`config.mk`:
```
export PLATFORM = sky130hd
export DESIGN_NAME = decoder_nto2n_seq
export DESIGN_NICKNAME = d
export VERILOG_FILES = /design/src/rtl/decoder_pkg.sv /design/src/rtl/decoder_core.sv /design/src/rtl/decoder_nto2n_seq.sv
export SDC_FILE = /design/constraint.sdc
export NUM_CORES = 1
export LEC_CHECK = 0
export ABC_AREA = 0
export BUFFER_PORTS_ARGS = -buffer_cell sky130_fd_sc_hd__buf_2
export CAP_MARGIN = 20
export CORE_UTILIZATION = 52
export DETAILED_ROUTE_END_ITERATION = 8
export PLACE_DENSITY = 0.87
export SYNTH_ARGS = -nofsm -noshare
export SYNTH_HDL_FRONTEND = slang
export SYNTH_SLANG_ARGS = --single-unit
```
`constraint.sdc`:
```
create_clock -name clk -period 1.8 [get_ports clk]
set_input_delay 0.27 -clock clk [delete_from_list [all_inputs] [get_ports clk]]
set_output_delay 0.27 -clock clk [all_outputs]
set_load 0.01 [all_outputs]
```
`src/rtl/decoder_pkg.sv`:
```
// Shared definitions for the sequential N-to-2^N decoder: run-time mode
// codes, PULSE FSM state encoding and a width-generic one-hot helper.
package decoder_pkg;

  // Run-time mode codes as driven on the mode port.
  localparam logic [1:0] MODE_DIRECT = 2'b00;
  localparam logic [1:0] MODE_PULSE  = 2'b01;
  localparam logic [1:0] MODE_SCAN   = 2'b10;
  localparam logic [1:0] MODE_OFF    = 2'b11;

  // Widest select the helper supports; callers size the result down.
  localparam int MAX_N    = 8;
  localparam int MAX_OUTS = 2 ** MAX_N;

  // PULSE strobe state.
  typedef enum logic {
    ST_IDLE   = 1'b0,
    ST_ACTIVE = 1'b1
  } pulse_state_e;

  // One-hot of idx within a 2**n wide field; indices outside that field give all zeros.
  function automatic logic [MAX_OUTS-1:0] onehot(input logic [MAX_N-1:0] idx, input int n);
    onehot = '0;
    if (int'(idx) < (1 << n)) onehot[idx] = 1'b1;
  endfunction

endpackage

```
`src/rtl/decoder_core.sv`:
```
// Combinational N-to-2^N one-hot decoder with enable; all outputs low when disabled.
module decoder_core
  import decoder_pkg::*;
#(
  parameter  int N    = 2,
  localparam int OUTS = 2 ** N
) (
  input  logic [N-1:0]    sel,
  input  logic            en,
  output logic [OUTS-1:0] dec
);

  // Decode the select into a single active line when enabled.
  always_comb begin
    dec = en ? OUTS'(onehot(MAX_N'(sel), N)) : '0;
  end

endmodule

```
`src/rtl/decoder_nto2n_seq.sv`:
```
// Registered N-to-2^N one-hot decoder with DIRECT, PULSE (handshaked strobe)
// and SCAN (auto-rotating select) modes, plus optional active-low outputs.
module decoder_nto2n_seq
  import decoder_pkg::*;
#(
  parameter  int N          = 2,
  parameter  int PULSE_LEN  = 1,
  parameter  int SCAN_DIV   = 4,
  parameter  int ACTIVE_LOW = 0,
  localparam int OUTS       = 2 ** N
) (
  input  logic            clk,
  input  logic            rst,
  input  logic            en,
  input  logic [1:0]      mode,
  input  logic [N-1:0]    in,
  input  logic            in_valid,
  output logic            in_ready,
  output logic [OUTS-1:0] out,
  output logic [N-1:0]    scan_idx,
  output logic            busy
);

  localparam int CNT_W = (PULSE_LEN > 1) ? $clog2(PULSE_LEN) : 1;
  localparam int DIV_W = (SCAN_DIV > 1) ? $clog2(SCAN_DIV) : 1;

  pulse_state_e     state_q, state_d;
  logic [1:0]       mode_q;
  logic [CNT_W-1:0] cnt_q, cnt_d;
  logic [N-1:0]     pidx_q, pidx_d;
  logic [DIV_W-1:0] div_q, div_d;
  logic [N-1:0]     sidx_d;
  logic             live_q, live_d;
  logic             busy_d;
  logic [N-1:0]     sel;
  logic             dec_en;
  logic [OUTS-1:0]  dec;
  logic             accept;

  // A request is only taken once the PULSE mode has settled (mode_q matches),
  // so a request made during the mode-change cycle is never silently dropped.
  assign in_ready = !rst && en && (mode == MODE_PULSE) && (mode == mode_q)
                    && (state_q == ST_IDLE || cnt_q == '0);
  assign accept   = in_valid && in_ready;

  decoder_core #(.N(N)) u_core (
    .sel (sel),
    .en  (dec_en),
    .dec (dec)
  );

  // Next-state, decoder select and strobe control for all modes.
  always_comb begin
    // NOTE: every signal gets a default first so no path leaves it unassigned (no latches).
    state_d = state_q;
    cnt_d   = cnt_q;
    pidx_d  = pidx_q;
    div_d   = div_q;
    sidx_d  = scan_idx;
    live_d  = live_q;
    busy_d  = 1'b0;
    sel     = in;
    dec_en  = 1'b0;

    if (!en) begin
      state_d = ST_IDLE;
      live_d  = 1'b0;
    end else if (mode != mode_q) begin
      // One settling cycle on any mode change: outputs idle, SCAN restarts at index 0.
      state_d = ST_IDLE;
      cnt_d   = '0;
      div_d   = '0;
      sidx_d  = '0;
      live_d  = 1'b0;
    end else begin
      case (mode)
        MODE_DIRECT: begin
          dec_en  = 1'b1;
          state_d = ST_IDLE;
        end
        MODE_PULSE: begin
          if (accept) begin
            dec_en  = 1'b1;
            pidx_d  = in;
            cnt_d   = CNT_W'(PULSE_LEN - 1);
            state_d = ST_ACTIVE;
            busy_d  = 1'b1;
          end else if (state_q == ST_ACTIVE && cnt_q != '0) begin
            sel     = pidx_q;
            dec_en  = 1'b1;
            cnt_d   = cnt_q - CNT_W'(1);
            busy_d  = 1'b1;
          end else begin
            state_d = ST_IDLE;
          end
        end
        MODE_SCAN: begin
          dec_en = 1'b1;
          if (!live_q) begin
            // First visible cycle: show the current index without advancing the divider,
            // so index 0 stays up for a full SCAN_DIV cycles after entry.
            live_d = 1'b1;
            sel    = scan_idx;
          end else if (div_q == DIV_W'(SCAN_DIV - 1)) begin
            div_d  = '0;
            sidx_d = scan_idx + N'(1);
            sel    = sidx_d;
          end else begin
            div_d  = div_q + DIV_W'(1);
            sel    = scan_idx;
          end
        end
        default: begin
          state_d = ST_IDLE;
        end
      endcase
    end
  end

  // State and output registers; synchronous reset dominates everything.
  always_ff @(posedge clk) begin
    // NOTE: sequential state uses non-blocking assignments only.
    mode_q <= mode;
    if (rst) begin
      out      <= (ACTIVE_LOW != 0) ? '1 : '0;
      state_q  <= ST_IDLE;
      // Reset as OFF so the first active mode always gets a clean entry cycle.
      mode_q   <= MODE_OFF;
      cnt_q    <= '0;
      pidx_q   <= '0;
      div_q    <= '0;
      scan_idx <= '0;
      live_q   <= 1'b0;
      busy     <= 1'b0;
    end else begin
      out      <= (ACTIVE_LOW != 0) ? ~dec : dec;
      state_q  <= state_d;
      cnt_q    <= cnt_d;
      pidx_q   <= pidx_d;
      div_q    <= div_d;
      scan_idx <= sidx_d;
      live_q   <= live_d;
      busy     <= busy_d;
    end
  end

endmodule

```
=== Word-level counts from Yosys, hierarchy flattened ===
Cells that the tools add are included.

* Bits in registers: 16
* Latch bits: 0
* Bits in writable memories: 0
* Memory bits (read-only): 0
* Input port bits: 8
* Output and inout port bits: 8
* Word-level logic and storage cells: 77
* Memories kept: 0

* $add $sub $neg: 3
* Multipliers: 0
* Div/mod/pow operators: 0
* $lt $le $gt $ge: 2
* Eq/ne operators: 6
* Shifts and indexed selects: 0
* Mux-type cells: 27
* Bitwise gates (word level): 7
* Reduce and logical (&&, ||, !) cells: 23

{| class="wikitable"
|+ Operators with widths
! cell !! count
|-
| 2-bit 2-to-1 mux || 12
|-
| 1-bit 2-to-1 mux || 11
|-
| 2-bit by 9-bit less-than comparator with 1-bit output, second input constant || 1
|-
| 1-bit logical AND || 7
|-
| 1-bit inverter || 7
|-
| 3-bit AND reduction || 2
|-
| 2-bit nonzero test || 3
|-
| 2-bit by 1-bit adder with 2-bit output, second input constant || 2
|-
| 2-bit equality test, second input constant || 2
|-
| 1-bit case mux with 2 select lines || 2
|-
| 2-bit case mux with 2 select lines || 1
|-
| 2-bit AND reduction || 2
|-
| 4-bit AND reduction || 1
|-
| 2-bit OR reduction || 2
|-
| 4-bit OR reduction || 1
|-
| 3-bit inequality test, second input constant || 1
|-
| 3-bit nonzero test || 1
|-
| 3-bit OR reduction || 1
|-
| 1-bit demux with 2-bit select || 1
|-
| 2-bit by 1-bit equality test with 1-bit output, second input constant || 1
|-
| 2-bit equality test || 1
|-
| 2-bit by 1-bit >= comparator with 1-bit output, second input constant || 1
|-
| 2-bit logical NOT || 1
|-
| 2-bit inequality test || 1
|-
| other kinds (3) || 3
|}

=== Longest topological paths before layout ===
Gate-level depths: netlist (run 1).

* Depth in word-level cells: 14
* Depth in mapped cells: 7
* Depth with buffers taken out: 7

=== Modules after synthesis ===
From an unflattened synthesis (run 1), not the netlist that was laid out.

* Cell total of the unflattened synthesis: 102
* Area, all modules: 899.6 um2

{| class="wikitable"
|+ By module, submodules not included
! module !! times used !! cells an instance !! area an instance (um2) !! sequential area each (um2)
|-
| decoder_nto2n_seq || 1 || 98 || 862.1 || 320.3
|-
| decoder_core || 1 || 4 || 37.5 || 0.0
|}

=== Worst setup path before layout (run 1) ===
Ideal clock, no wire load.

* Path kind: register to output
* From: reg mode_q[1]
* To: out in_ready
* Arrival time: 1189 ps
* Required time: 1530 ps
* Setup slack: 341 ps
* Stages on the path, launching flop included: 5
* Buffers on the path: 0
* Path through: dfxtp_1 > xnor2_1 > nand3_2 > or2_4 > nor2_1

* Word-level cells in the longest chain between the ends: 3

{| class="wikitable"
|+ Ends and longest elaborated chain
! item !! RTL line !! text
|-
| from (decl) || decoder_nto2n_seq.sv:28 || <nowiki>logic [1:0] mode_q;</nowiki>
|-
| from (signal assigned) || decoder_nto2n_seq.sv:123 || <nowiki>mode_q <= mode;</nowiki>
|-
| 2-bit equality test || decoder_nto2n_seq.sv:42 || <nowiki>assign in_ready = !rst && en && (mode == MODE_PULSE) && (mode == mode_q)</nowiki>
|-
| 1-bit logical AND || decoder_nto2n_seq.sv:42 ||
|-
| 1-bit logical AND || decoder_nto2n_seq.sv:43 || <nowiki>&& (state_q == ST_IDLE || cnt_q == '0);</nowiki>
|-
| to (decl) || decoder_nto2n_seq.sv:18 || <nowiki>output logic in_ready,</nowiki>
|}

No other way between the ends.

=== Worst setup path in the final report (run 1) ===
* From: reg mode_q[0]
* To: out in_ready

Same word-level chain as after synthesis.

==> results of run 1 <==
what timing repair did:
action	CTS	global route
setup buffers	0	3
pin swaps	0	4
hold buffers	0	0
setup endpoints to repair	1	1
gates cloned	0	0
gates resized for setup	2	4
area by class of cell:
class	instances	area, sq um
well taps	15	18.8
fillers	106	394
clock buffers	3	22.5
repair buffers	19	105
inverters	3	11.3
flip-flops and latches	16	323
multi-input cells	76	492
power by group through the flow:
stage               Clock, mW  Sequential (mW)  Combinational [mW]
CTS                     0.194            0.360              0.0806
floorplan                   0            0.368              0.0516
detailed placement          0            0.368              0.0766
global placement            0            0.368              0.0750
finish                  0.193            0.362               0.100
global route            0.209            0.363               0.109
critical path, cell delays in order (launching register included):
cell                      delay [ns]
sky130_fd_sc_hd__dfxtp_2        0.35
sky130_fd_sc_hd__xnor2_4        0.18
sky130_fd_sc_hd__nand3_2        0.11
sky130_fd_sc_hd__or2_4          0.29
sky130_fd_sc_hd__nor2_1         0.10
sky130_fd_sc_hd__buf_2          0.13
final timing paths:
kind,to,cells past startpoint,slack (ns),startpoint
setup / recovery,in_ready,5,0.08,mode_q[0]
hold / removal,pidx_q[1],3,0.24,in[1]
setup reg to reg,out[2],6,0.13,div_q[0]
hold reg to reg,pidx_q[1],2,0.49,pidx_q[1]
metrics by stage:
step | instances | instance area, sq um | util, % | hold slack [ns]
finish | 132 | 972 | 71.2 | 0.239
global route | 132 | 972 | 71.2 | 0.242
CTS | 129 | 925 | 67.7 | 0.241
detailed placement | 126 | 887 | 64.9 | 0.472
global placement | 126 | 887 | 64.9 | 0.453
floorplan | 98 | 802 | - | 0.377
cell usage in the layout, fill, tap and decap left out:
| master | instances |
|---|---|
| sky130_fd_sc_hd__nand2_1 | 12 |
| sky130_fd_sc_hd__and2_1 | 1 |
| sky130_fd_sc_hd__nor4_1 | 1 |
| sky130_fd_sc_hd__a21boi_0 | 2 |
| sky130_fd_sc_hd__o21ai_0 | 7 |
| sky130_fd_sc_hd__ha_1 | 5 |
| sky130_fd_sc_hd__xnor2_4 | 2 |
| sky130_fd_sc_hd__a22o_1 | 1 |
| sky130_fd_sc_hd__and3b_1 | 2 |
| sky130_fd_sc_hd__o211a_1 | 1 |
| sky130_fd_sc_hd__nor2_1 | 13 |
| sky130_fd_sc_hd__or2_2 | 2 |
| sky130_fd_sc_hd__buf_2 | 15 |
| sky130_fd_sc_hd__inv_1 | 3 |
| sky130_fd_sc_hd__dfxtp_1 | 14 |
| sky130_fd_sc_hd__a22oi_1 | 2 |
| sky130_fd_sc_hd__nand2b_1 | 1 |
| sky130_fd_sc_hd__a211o_1 | 1 |
| sky130_fd_sc_hd__dfxtp_2 | 2 |
| sky130_fd_sc_hd__and4_2 | 1 |
| sky130_fd_sc_hd__nand3_1 | 5 |
| sky130_fd_sc_hd__nand3_2 | 1 |
| sky130_fd_sc_hd__o211ai_1 | 2 |
| sky130_fd_sc_hd__clkbuf_4 | 3 |
| sky130_fd_sc_hd__buf_4 | 4 |
| sky130_fd_sc_hd__a21oi_1 | 6 |
| sky130_fd_sc_hd__or2_4 | 1 |
| sky130_fd_sc_hd__xor2_1 | 1 |
| sky130_fd_sc_hd__nor3_1 | 5 |
| sky130_fd_sc_hd__o22ai_1 | 1 |
registers in the layout, indices dropped and copies added (netlist names):
signal and cells:
div_q 2, busy 1, pidx_q 2, mode_q 2, state_q 1, cnt_q 1
scan_idx 2, out 4, live_q 1
metal layers:
layer  global-route usage (%)  vias to the layer above  routed length, um
met4                     9.68                        0                 49
met1                     26.8                      346                799
met5                        0                        -                  0
li1                         -                      382                  -
met3                     4.89                        8                 83
met2                     41.4                       29                858
logic make-up (layout without fill, tap and decap cells):
group	count (synthesis)	in the layout	share of synthesized area [%]
compound gates	23	23	17.9
simple gates	45	45	27.6
xor+xnor	3	3	3.28
flops	16	16	39.9
fa+ha+maj	5	5	7.80
buf+inv	6	25	3.43
==> impl_metrics.xml, run 1 <==
<?xml version="1.0" encoding="UTF-8"?>
<metrics>
  <group name="status">
    <metric name="outcome" unit="">complete, no violations</metric>
  </group>
  <group name="synth">
    <metric name="avgSynthCellArea" unit="sq um">8.18</metric>
    <metric name="yosysWarningCount" unit="">0</metric>
    <metric name="synth.cells.most_frequent" unit="">sky130_fd_sc_hd__dfxtp_1, sky130_fd_sc_hd__nor2_1, sky130_fd_sc_hd__nand2_1, sky130_fd_sc_hd__o21ai_0, sky130_fd_sc_hd__a21oi_1</metric>
    <metric name="syn-cell-area" unit="sq um">802</metric>
    <metric name="post_synth_main_area_contributors" unit="">sky130_fd_sc_hd__dfxtp_1, sky130_fd_sc_hd__ha_1, sky130_fd_sc_hd__nor2_1, sky130_fd_sc_hd__nand2_1, sky130_fd_sc_hd__o21ai_0</metric>
    <metric name="synth_top_cell_by_area" unit="">sky130_fd_sc_hd__dfxtp_1</metric>
    <metric name="post_synth_inst_count" unit="">98</metric>
    <metric name="synth_top_flop_cell" unit="">sky130_fd_sc_hd__dfxtp_1</metric>
    <metric name="post_synth_edffs" unit="">0</metric>
    <metric name="synth.ff_latch_count" unit="">16</metric>
    <metric name="netlist-cell-type-count" unit="">29</metric>
    <metric name="async_reset_ff_share" unit="%">0</metric>
    <metric name="synth.most_common_cell" unit="">sky130_fd_sc_hd__dfxtp_1</metric>
    <metric name="yosysTopAreaCellShare" unit="%">39.9</metric>
    <metric name="seq_area_frac_synth" unit="%">39.9</metric>
    <metric name="synthesis.nets" unit="">111</metric>
  </group>
  <group name="setup_path">
    <metric name="worstSetupEndpointType" unit="">output port</metric>
    <metric name="critical_path_required" unit="ns">1.53</metric>
    <metric name="worst-setup-path-type" unit="">flop to output port</metric>
    <metric name="cp-start-kind" unit="">flop</metric>
    <metric name="critical_path.max_fanout" unit="">4</metric>
    <metric name="arrival_time_reported_for_the_critical_path_endpoint" unit="ns">1.45</metric>
  </group>
  <group name="place">
    <metric name="portBuffers" unit="">15</metric>
    <metric name="gp_congestion" unit="">0.783</metric>
    <metric name="setup_slack_placement" unit="ns">0.146</metric>
    <metric name="dp_hpwl" unit="um">1180</metric>
  </group>
  <group name="finish">
    <metric name="fin_nets" unit="">132</metric>
    <metric name="antenna_diodes" unit="">0</metric>
    <metric name="area_growth" unit="%">21.2</metric>
    <metric name="drive_gt1_share" unit="%">26.5</metric>
  </group>
  <group name="global_routing">
    <metric name="initial_antenna_violation_count" unit="">0</metric>
    <metric name="grt_overflow_total" unit="">0</metric>
    <metric name="grt_use_total" unit="%">23.4</metric>
    <metric name="grt_start_max_net_pins" unit="">12</metric>
    <metric name="first_pass_grt_wire_length" unit="um">2530</metric>
    <metric name="grt_pass1_vias" unit="">599</metric>
  </group>
  <group name="drt">
    <metric name="post-route-drc-count" unit="">0</metric>
    <metric name="routed-via-count" unit="">765</metric>
    <metric name="wl_per_cell" unit="um">13.6</metric>
    <metric name="drt-initial-drc-count" unit="">24</metric>
    <metric name="drt_pre_antenna_iters" unit="">4</metric>
    <metric name="drt.antenna.violating_nets" unit="">0</metric>
    <metric name="via_per_inst" unit="">5.80</metric>
    <metric name="route.final.wire_length" unit="um">1790</metric>
  </group>
  <group name="sta">
    <metric name="final_max_slew_viol_count" unit="">0</metric>
    <metric name="finalClockSkew" unit="ns">0.00128</metric>
    <metric name="max_clock_freq" unit="GHz">0.580</metric>
    <metric name="layout_worst_path_cycle_share" unit="%">95.8</metric>
    <metric name="grt_setup_unrepaired" unit="">no</metric>
    <metric name="hold_violations" unit="">0</metric>
    <metric name="tns" unit="ns">0</metric>
    <metric name="setup_viol" unit="">0</metric>
    <metric name="worst_pin_slew" unit="ns">0.380</metric>
    <metric name="fin_ws" unit="ns">0.0758</metric>
    <metric name="timing.slew.headroom" unit="%">74.4</metric>
    <metric name="fin_crit" unit="ns">1.72</metric>
  </group>
  <group name="pwr">
    <metric name="vdd_ir_drop_max" unit="uV">352</metric>
    <metric name="cellLeakagePower" unit="nW">0.426</metric>
    <metric name="pwr-share-comb" unit="%">15.3</metric>
    <metric name="p_int" unit="mW">0.481</metric>
    <metric name="power.density" unit="nW/um^2">674</metric>
    <metric name="clock_power_share" unit="%">29.4</metric>
    <metric name="power.net_switching" unit="mW">0.175</metric>
    <metric name="netSwitchingFraction" unit="%">26.7</metric>
    <metric name="seq_power_share" unit="%">55.3</metric>
    <metric name="report.power.total" unit="mW">0.656</metric>
  </group>
  <group name="die">
    <metric name="std_cell_rows" unit="">13</metric>
    <metric name="die_width" unit="um">41.3</metric>
    <metric name="initial_utilization" unit="%">58.7</metric>
    <metric name="top_level_ports" unit="">16</metric>
    <metric name="fp.dieArea" unit="sq um">1700</metric>
    <metric name="core" unit="sq um">1370</metric>
    <metric name="die_height" unit="um">41.3</metric>
  </group>
  <group name="clocking">
    <metric name="cts_root_buf" unit="">sky130_fd_sc_hd__clkbuf_4</metric>
    <metric name="tritoncts.num_buffers" unit="">3</metric>
    <metric name="h-tree-depth" unit="">1</metric>
    <metric name="cts_tree" unit="">yes</metric>
    <metric name="clock_sink_count" unit="">16</metric>
    <metric name="cts.path.max_buffers" unit="">2</metric>
    <metric name="worst_setup_hold_path_clk_slew" unit="ns">0.09</metric>
    <metric name="clock_latency" unit="ns">0.29</metric>
  </group>
  <group name="hold_path">
    <metric name="holdCritPathClass" unit="">primary input to flop</metric>
  </group>
  <group name="run">
    <metric name="cap_violations" unit="">0</metric>
  </group>
</metrics>
Power figures use the tool's default switching activity.
==> run 2: changes to the inputs <==
- CORE_UTILIZATION: 52 -> 53
- SLEW_MARGIN: unset -> 20
- SYNTH_HIERARCHICAL: unset -> 1
==> run 2 against run 1 <==
Compared with the run above:
- synthesized area increased by 12%
- via count increased by 14%
- largest cell class unchanged
- combinational power increased by 41%
- total power increased by 12%
- die area increased by 9.6%
- critical path depth increased by 1
- setup slack got worse by 0.036 ns
- worst hold slack got worse by 0.032 ns
- sequential cell count unchanged
- clock skew increased by 0.0035 ns
- sequential share of layout area decreased by 6.7 points
- critical path type unchanged
- global-route usage increased by 1.3 points
- largest power group unchanged
==> impl_metrics.xml, run 2 <==
<?xml version="1.0" encoding="UTF-8"?>
<metrics>
  <group name="global_routing">
    <metric name="grt_start_max_net_pins" unit="">19</metric>
    <metric name="grt_use_total" unit="%">24.7</metric>
    <metric name="first_pass_grt_wire_length" unit="um">3480</metric>
    <metric name="initial_antenna_violation_count" unit="">0</metric>
    <metric name="grt_overflow_total" unit="">0</metric>
    <metric name="grt_pass1_vias" unit="">822</metric>
  </group>
  <group name="synth">
    <metric name="seq_area_frac_synth" unit="%">35.6</metric>
    <metric name="synth_top_cell_by_area" unit="">sky130_fd_sc_hd__dfxtp_1</metric>
    <metric name="synthesis.nets" unit="">115</metric>
    <metric name="post_synth_main_area_contributors" unit="">sky130_fd_sc_hd__dfxtp_1, sky130_fd_sc_hd__ha_1, sky130_fd_sc_hd__nand2_1, sky130_fd_sc_hd__nand2b_1, sky130_fd_sc_hd__nor2b_1</metric>
    <metric name="avgSynthCellArea" unit="sq um">8.82</metric>
    <metric name="synth.cells.most_frequent" unit="">sky130_fd_sc_hd__dfxtp_1, sky130_fd_sc_hd__nand2_1, sky130_fd_sc_hd__nor2_1</metric>
    <metric name="yosysTopAreaCellShare" unit="%">35.6</metric>
    <metric name="synth_top_flop_cell" unit="">sky130_fd_sc_hd__dfxtp_1</metric>
    <metric name="post_synth_edffs" unit="">0</metric>
    <metric name="netlist-cell-type-count" unit="">38</metric>
    <metric name="yosysWarningCount" unit="">6</metric>
    <metric name="post_synth_inst_count" unit="">102</metric>
    <metric name="async_reset_ff_share" unit="%">0</metric>
    <metric name="syn-cell-area" unit="sq um">900</metric>
    <metric name="synth.most_common_cell" unit="">sky130_fd_sc_hd__dfxtp_1</metric>
    <metric name="synth.ff_latch_count" unit="">16</metric>
  </group>
  <group name="setup_path">
    <metric name="reg2reg_from" unit="">div_q[1]</metric>
    <metric name="critical_path_depth" unit="">6</metric>
    <metric name="critical_path_required" unit="ns">1.53</metric>
    <metric name="count_of_cells_along_the_worst_register_to_register_path" unit="">7</metric>
    <metric name="critical_path.cell_chain" unit="">xor2_4, nor3_4, buf_6, nand3b_1, nor2_1, buf_2</metric>
    <metric name="crit_path_start" unit="">mode_q[1]</metric>
    <metric name="arrival_time_reported_for_the_critical_path_endpoint" unit="ns">1.49</metric>
    <metric name="slowest_delay" unit="ns">0.37</metric>
    <metric name="setup.reg_to_reg.worst_slack" unit="ns">0.05</metric>
    <metric name="worst-setup-path-type" unit="">flop to output port</metric>
    <metric name="reg2reg_to" unit="">out[2]</metric>
    <metric name="worst-path-buf-inv" unit="">2</metric>
    <metric name="crit_path_end" unit="">in_ready</metric>
    <metric name="cell_type_of_the_slowest_stage_on_the_worst_timing_path" unit="">sky130_fd_sc_hd__dfxtp_4</metric>
    <metric name="cp-start-kind" unit="">flop</metric>
    <metric name="critical_path.max_fanout" unit="">4</metric>
    <metric name="path_delay_family" unit="">simple AND/OR/NAND/NOR gates</metric>
    <metric name="worstSetupEndpointType" unit="">output port</metric>
  </group>
  <group name="clocking">
    <metric name="cts_tree" unit="">yes</metric>
    <metric name="tritoncts.num_buffers" unit="">3</metric>
    <metric name="worst_setup_hold_path_clk_slew" unit="ns">0.09</metric>
    <metric name="clock_sink_count" unit="">16</metric>
    <metric name="h-tree-depth" unit="">1</metric>
    <metric name="clock_latency" unit="ns">0.28</metric>
    <metric name="cts_root_buf" unit="">sky130_fd_sc_hd__clkbuf_4</metric>
    <metric name="cts.path.max_buffers" unit="">2</metric>
  </group>
  <group name="pwr">
    <metric name="report.power.total" unit="mW">0.736</metric>
    <metric name="vdd_ir_drop_max" unit="uV">488</metric>
    <metric name="power.density" unit="nW/um^2">594</metric>
    <metric name="cellLeakagePower" unit="nW">0.556</metric>
  </group>
  <group name="finish">
    <metric name="regMostFlops" unit="">out</metric>
    <metric name="drive_gt1_share" unit="%">43.8</metric>
    <metric name="seqCellArea" unit="sq um">328</metric>
    <metric name="area_of_the_multi_input_gates" unit="sq um">618</metric>
    <metric name="area_growth" unit="%">37.7</metric>
    <metric name="mostFrequentLayoutCells" unit="">sky130_fd_sc_hd__buf_4, sky130_fd_sc_hd__buf_2, sky130_fd_sc_hd__dfxtp_1, sky130_fd_sc_hd__nand2_1, sky130_fd_sc_hd__nor2_1</metric>
    <metric name="fin_nets" unit="">151</metric>
    <metric name="antenna_diodes" unit="">0</metric>
    <metric name="num-fill-cells" unit="">99</metric>
    <metric name="most_common_library_cell_in_the_layout_ignoring_fill_and_taps" unit="">sky130_fd_sc_hd__buf_4</metric>
    <metric name="largest_reg_flops" unit="">4</metric>
  </group>
  <group name="status">
    <metric name="outcome" unit="">complete, no violations</metric>
  </group>
  <group name="die">
    <metric name="core" unit="sq um">1540</metric>
    <metric name="fp.dieArea" unit="sq um">1870</metric>
    <metric name="initial_utilization" unit="%">58.4</metric>
    <metric name="die_width" unit="um">43.2</metric>
    <metric name="std_cell_rows" unit="">14</metric>
    <metric name="die_height" unit="um">43.2</metric>
    <metric name="top_level_ports" unit="">16</metric>
  </group>
  <group name="place">
    <metric name="gp_congestion" unit="">0.828</metric>
    <metric name="dp_hpwl" unit="um">1560</metric>
    <metric name="portBuffers" unit="">15</metric>
  </group>
  <group name="drt">
    <metric name="post-route-drc-count" unit="">0</metric>
    <metric name="via_per_inst" unit="">5.71</metric>
    <metric name="drt.antenna.violating_nets" unit="">0</metric>
    <metric name="routed-via-count" unit="">874</metric>
    <metric name="wl_per_cell" unit="um">14.5</metric>
    <metric name="drt-initial-drc-count" unit="">25</metric>
    <metric name="route.final.wire_length" unit="um">2230</metric>
    <metric name="drt_pre_antenna_iters" unit="">4</metric>
  </group>
  <group name="sta">
    <metric name="setup_viol" unit="">0</metric>
    <metric name="fin_worst_hold_slack" unit="ns">0.207</metric>
    <metric name="max_clock_freq" unit="GHz">0.568</metric>
    <metric name="timing.slew.headroom" unit="%">73.5</metric>
    <metric name="final_max_slew_viol_count" unit="">0</metric>
    <metric name="finalClockSkew" unit="ns">0.00481</metric>
    <metric name="hold_violations" unit="">0</metric>
    <metric name="grt_setup_unrepaired" unit="">yes</metric>
    <metric name="worst_pin_slew" unit="ns">0.394</metric>
    <metric name="fin_crit" unit="ns">1.76</metric>
    <metric name="layout_worst_path_cycle_share" unit="%">97.8</metric>
  </group>
  <group name="hold_path">
    <metric name="holdCritPathClass" unit="">primary input to flop</metric>
  </group>
  <group name="run">
    <metric name="cap_violations" unit="">0</metric>
  </group>
</metrics>
==> run 2: cell count changes in the layout (fill, tap and decap cells not counted), sizes merged, moves of 4 or more <==
cell    change
buf        +15
nand2b      +4
nor2        -7
nor2b       +5
o21ai       -5
==> run 2: worst min path at each step <==
stage | from | to | slack (ns) | cells past startpoint
after detailed placement | pidx_q[1] | pidx_q[1] | 0.47 | 2
final | en | cnt_q | 0.21 | 2
after global routing | en | cnt_q | 0.22 | 2
after floorplan | en | cnt_q | 0.36 | 1
after global placement | div_q[1] | div_q[1] | 0.46 | 2
after CTS | en | cnt_q | 0.21 | 2
==> run 2: layer usage <==
layer  part of all wire [%]  vias up  track usage [%]
met4                    3.1        0             12.1
met2                     50       25             40.9
met1                     44      411             30.9
met3                    2.9       10             3.40
met5                      0        -                0
li1                       -      428                -
==> run 2: final cells by class <==
| cell class | count | area share (%) |
|---|---|---|
| clock buffers | 4 | 2.93 |
| multi-input cells | 79 | 49.9 |
| flip-flops and latches | 16 | 26.5 |
| inverters | 4 | 1.21 |
| repair buffers | 34 | 17.9 |
| well taps | 16 | 1.62 |
==> run 2: through the flow <==
step	setup TNS [ns]	area [sq um]	util, %	setup slack [ns]	instances
2_1_floorplan	0	907	-	0.000679	102
3_3_place_gp	-0.172	1090	71.0	-0.0683	144
3_5_place_dp	-0.402	1090	71.0	-0.134	144
4_1_cts	0	1150	74.9	0.00342	150
5_1_grt	-0.0225	1240	80.4	-0.0200	153
6_report	0	1240	80.4	0.0395	153
==> run 2: repair_timing <==
action,4_1_cts,5_1_grt
buffers inserted,2,3
hold buffers,0,0
setup endpoints to repair,2,5
pin swaps,1,7
gates resized for setup,3,13
==> run 2: power breakdown <==
group / total, mW / leakage (nW) / internal [mW] / switching, mW
combinational: 0.141 / 0.403 / 0.0685 / 0.0725
sequential: 0.361 / 0.131 / 0.357 / 0.00428
clock: 0.234 / 0.0210 / 0.123 / 0.111
==> run 2: cells by family after synthesis <==
kind of cell               count (synthesis)  synth area share (%)
muxes                                      3                  3.48
buffers and inverters                      7                  3.06
adders and majority gates                  5                  6.95
AOI/OAI and AO/OA                         21                  16.8
DFF                                       16                  35.6
and+or+nand+nor                           46                  30.2
xor gates and xnor gates                   4                  3.90
==> run 3: changes to the inputs <==
- PLACE_DENSITY: 0.87 -> unset
- PLACE_DENSITY_LB_ADDON: unset -> 0.05
==> run 3 against run 2 <==
Compared with the run above:
- maximum frequency is 0.81% lower
- worst hold slack better by 0.010 ns
- first-iteration DRC count is 40% lower
- sequential share of layout area up 0.072 points
- non-clock buffer count up 2
==> impl_metrics.xml, run 3 (synthesis results as in run 2) <==
<?xml version="1.0" encoding="UTF-8"?>
<metrics>
  <group name="status">
    <metric name="outcome" unit="">complete, no violations</metric>
  </group>
  <group name="clocking">
    <metric name="cts_root_buf" unit="">sky130_fd_sc_hd__clkbuf_4</metric>
    <metric name="cts_tree" unit="">yes</metric>
    <metric name="clock_latency" unit="ns">0.29</metric>
    <metric name="clock_sink_count" unit="">16</metric>
    <metric name="hold_fix_buffers_cts" unit="">0</metric>
    <metric name="cts.path.max_buffers" unit="">2</metric>
    <metric name="worst_setup_hold_path_clk_slew" unit="ns">0.09</metric>
    <metric name="h-tree-depth" unit="">1</metric>
    <metric name="tritoncts.num_buffers" unit="">3</metric>
  </group>
  <group name="finish">
    <metric name="area_growth" unit="%">35.7</metric>
    <metric name="regMostFlops" unit="">out</metric>
    <metric name="most_common_library_cell_in_the_layout_ignoring_fill_and_taps" unit="">sky130_fd_sc_hd__buf_4</metric>
    <metric name="largest_reg_flops" unit="">4</metric>
    <metric name="layoutNonFillerInstCount" unit="">155</metric>
    <metric name="drive_gt1_share" unit="%">43.2</metric>
    <metric name="mostFrequentLayoutCells" unit="">sky130_fd_sc_hd__buf_4, sky130_fd_sc_hd__buf_2, sky130_fd_sc_hd__dfxtp_1, sky130_fd_sc_hd__nand2_1, sky130_fd_sc_hd__nor2_1</metric>
    <metric name="fin_nets" unit="">153</metric>
    <metric name="antenna_diodes" unit="">0</metric>
  </group>
  <group name="pwr">
    <metric name="power.density" unit="nW/um^2">608</metric>
    <metric name="cellLeakagePower" unit="nW">0.562</metric>
    <metric name="vdd_ir_drop_max" unit="uV">511</metric>
  </group>
  <group name="drt">
    <metric name="drt_pre_antenna_iters" unit="">4</metric>
    <metric name="drt-initial-drc-count" unit="">15</metric>
    <metric name="via_per_inst" unit="">5.48</metric>
    <metric name="post-route-drc-count" unit="">0</metric>
    <metric name="wl_per_cell" unit="um">13.8</metric>
    <metric name="route.final.wire_length" unit="um">2140</metric>
    <metric name="drt.antenna.violating_nets" unit="">0</metric>
    <metric name="routed-via-count" unit="">850</metric>
  </group>
  <group name="sta">
    <metric name="finalClockSkew" unit="ns">0.00225</metric>
    <metric name="timing.slew.headroom" unit="%">77.2</metric>
    <metric name="hold_violations" unit="">0</metric>
    <metric name="final_max_slew_viol_count" unit="">0</metric>
    <metric name="max_clock_freq" unit="GHz">0.563</metric>
    <metric name="worst_pin_slew" unit="ns">0.339</metric>
    <metric name="setup_viol" unit="">0</metric>
    <metric name="fin_crit" unit="ns">1.77</metric>
    <metric name="fin_worst_hold_slack" unit="ns">0.217</metric>
    <metric name="grt_setup_unrepaired" unit="">yes</metric>
    <metric name="layout_worst_path_cycle_share" unit="%">98.6</metric>
  </group>
  <group name="hold_path">
    <metric name="holdCritPathClass" unit="">primary input to flop</metric>
  </group>
  <group name="global_routing">
    <metric name="grt_pass1_vias" unit="">805</metric>
    <metric name="first_pass_grt_wire_length" unit="um">3480</metric>
    <metric name="initial_antenna_violation_count" unit="">0</metric>
    <metric name="grt_overflow_total" unit="">0</metric>
    <metric name="grt_start_max_net_pins" unit="">18</metric>
    <metric name="grt_use_total" unit="%">24.8</metric>
  </group>
  <group name="setup_path">
    <metric name="cp-start-kind" unit="">flop</metric>
    <metric name="worstSetupEndpointType" unit="">output port</metric>
    <metric name="worst-setup-path-type" unit="">flop to output port</metric>
    <metric name="critical_path.max_fanout" unit="">6</metric>
    <metric name="critical_path_required" unit="ns">1.53</metric>
    <metric name="arrival_time_reported_for_the_critical_path_endpoint" unit="ns">1.50</metric>
  </group>
  <group name="die">
    <metric name="core" unit="sq um">1540</metric>
    <metric name="die_height" unit="um">43.2</metric>
    <metric name="top_level_ports" unit="">16</metric>
    <metric name="fp.dieArea" unit="sq um">1870</metric>
    <metric name="initial_utilization" unit="%">58.4</metric>
    <metric name="std_cell_rows" unit="">14</metric>
    <metric name="die_width" unit="um">43.2</metric>
  </group>
  <group name="place">
    <metric name="dp_hpwl" unit="um">1550</metric>
    <metric name="portBuffers" unit="">15</metric>
    <metric name="dp.cells" unit="">147</metric>
    <metric name="gp_congestion" unit="">0.799</metric>
  </group>
  <group name="run">
    <metric name="cap_violations" unit="">0</metric>
  </group>
</metrics>
-- run 3: area by class of cell --
class                   count  area [sq um]
inverters                   4          15.0
flip-flops and latches     16           324
well taps                  16          20.0
fillers                   112           320
clock buffers               4          36.3
multi-input cells          79           589
repair buffers             36           236
-- run 3: path summary, 6_finish.rpt --
path / startpoint / end / slack, ns / cells after the start
setup / recovery: mode_q[1] / in_ready / 0.03 / 6
hold / removal: en / cnt_q / 0.22 / 2
setup reg to reg: state_q / out[0] / 0.03 / 7
hold reg to reg: div_q[1] / div_q[1] / 0.49 / 2
-- run 3: critical path, stage by stage, from the launching register on --
cell and delay (ns):
sky130_fd_sc_hd__dfxtp_2 0.35, sky130_fd_sc_hd__xor2_2 0.16, sky130_fd_sc_hd__nor3_4 0.23, sky130_fd_sc_hd__buf_6 0.15, sky130_fd_sc_hd__nand3b_1 0.09, sky130_fd_sc_hd__nor2_1 0.11, sky130_fd_sc_hd__buf_2 0.13
-- run 3: per-stage QoR --
stage	instance area (sq um)	worst slack (ns)	utilization [%]	TNS, ns	power [mW]
global route	1220	-0.0688	79.2	-0.145	0.776
floorplan	907	0.000679	-	0	0.436
detailed placement	1120	-0.101	72.5	-0.322	0.491
global placement	1120	-0.0676	72.5	-0.181	0.488
finish	1220	0.0251	79.2	0	0.742
CTS	1160	0.00508	75.3	0	0.735
-- run 3: routing by layer --
metal  wire [um]  share of wire, %  global-route usage, %
met1        1030                48                   31.0
met2        1010                47                   41.5
met5           0                 0                      0
met3          63               2.9                   3.83
met4          36               1.7                   10.9
-- run 3: where the power goes --
part,leakage [nW],total [mW],switching [mW],internal [mW]
registers,0.130,0.362,0.00373,0.358
clock network,0.0210,0.242,0.119,0.123
logic,0.410,0.138,0.0679,0.0704
-- run 3: repair_timing --
item / 4_1_cts / 5_1_grt
buffers inserted: 0 / 4
pin swaps: 1 / 5
gates resized for setup: 2 / 8
setup endpoints to repair: 2 / 4
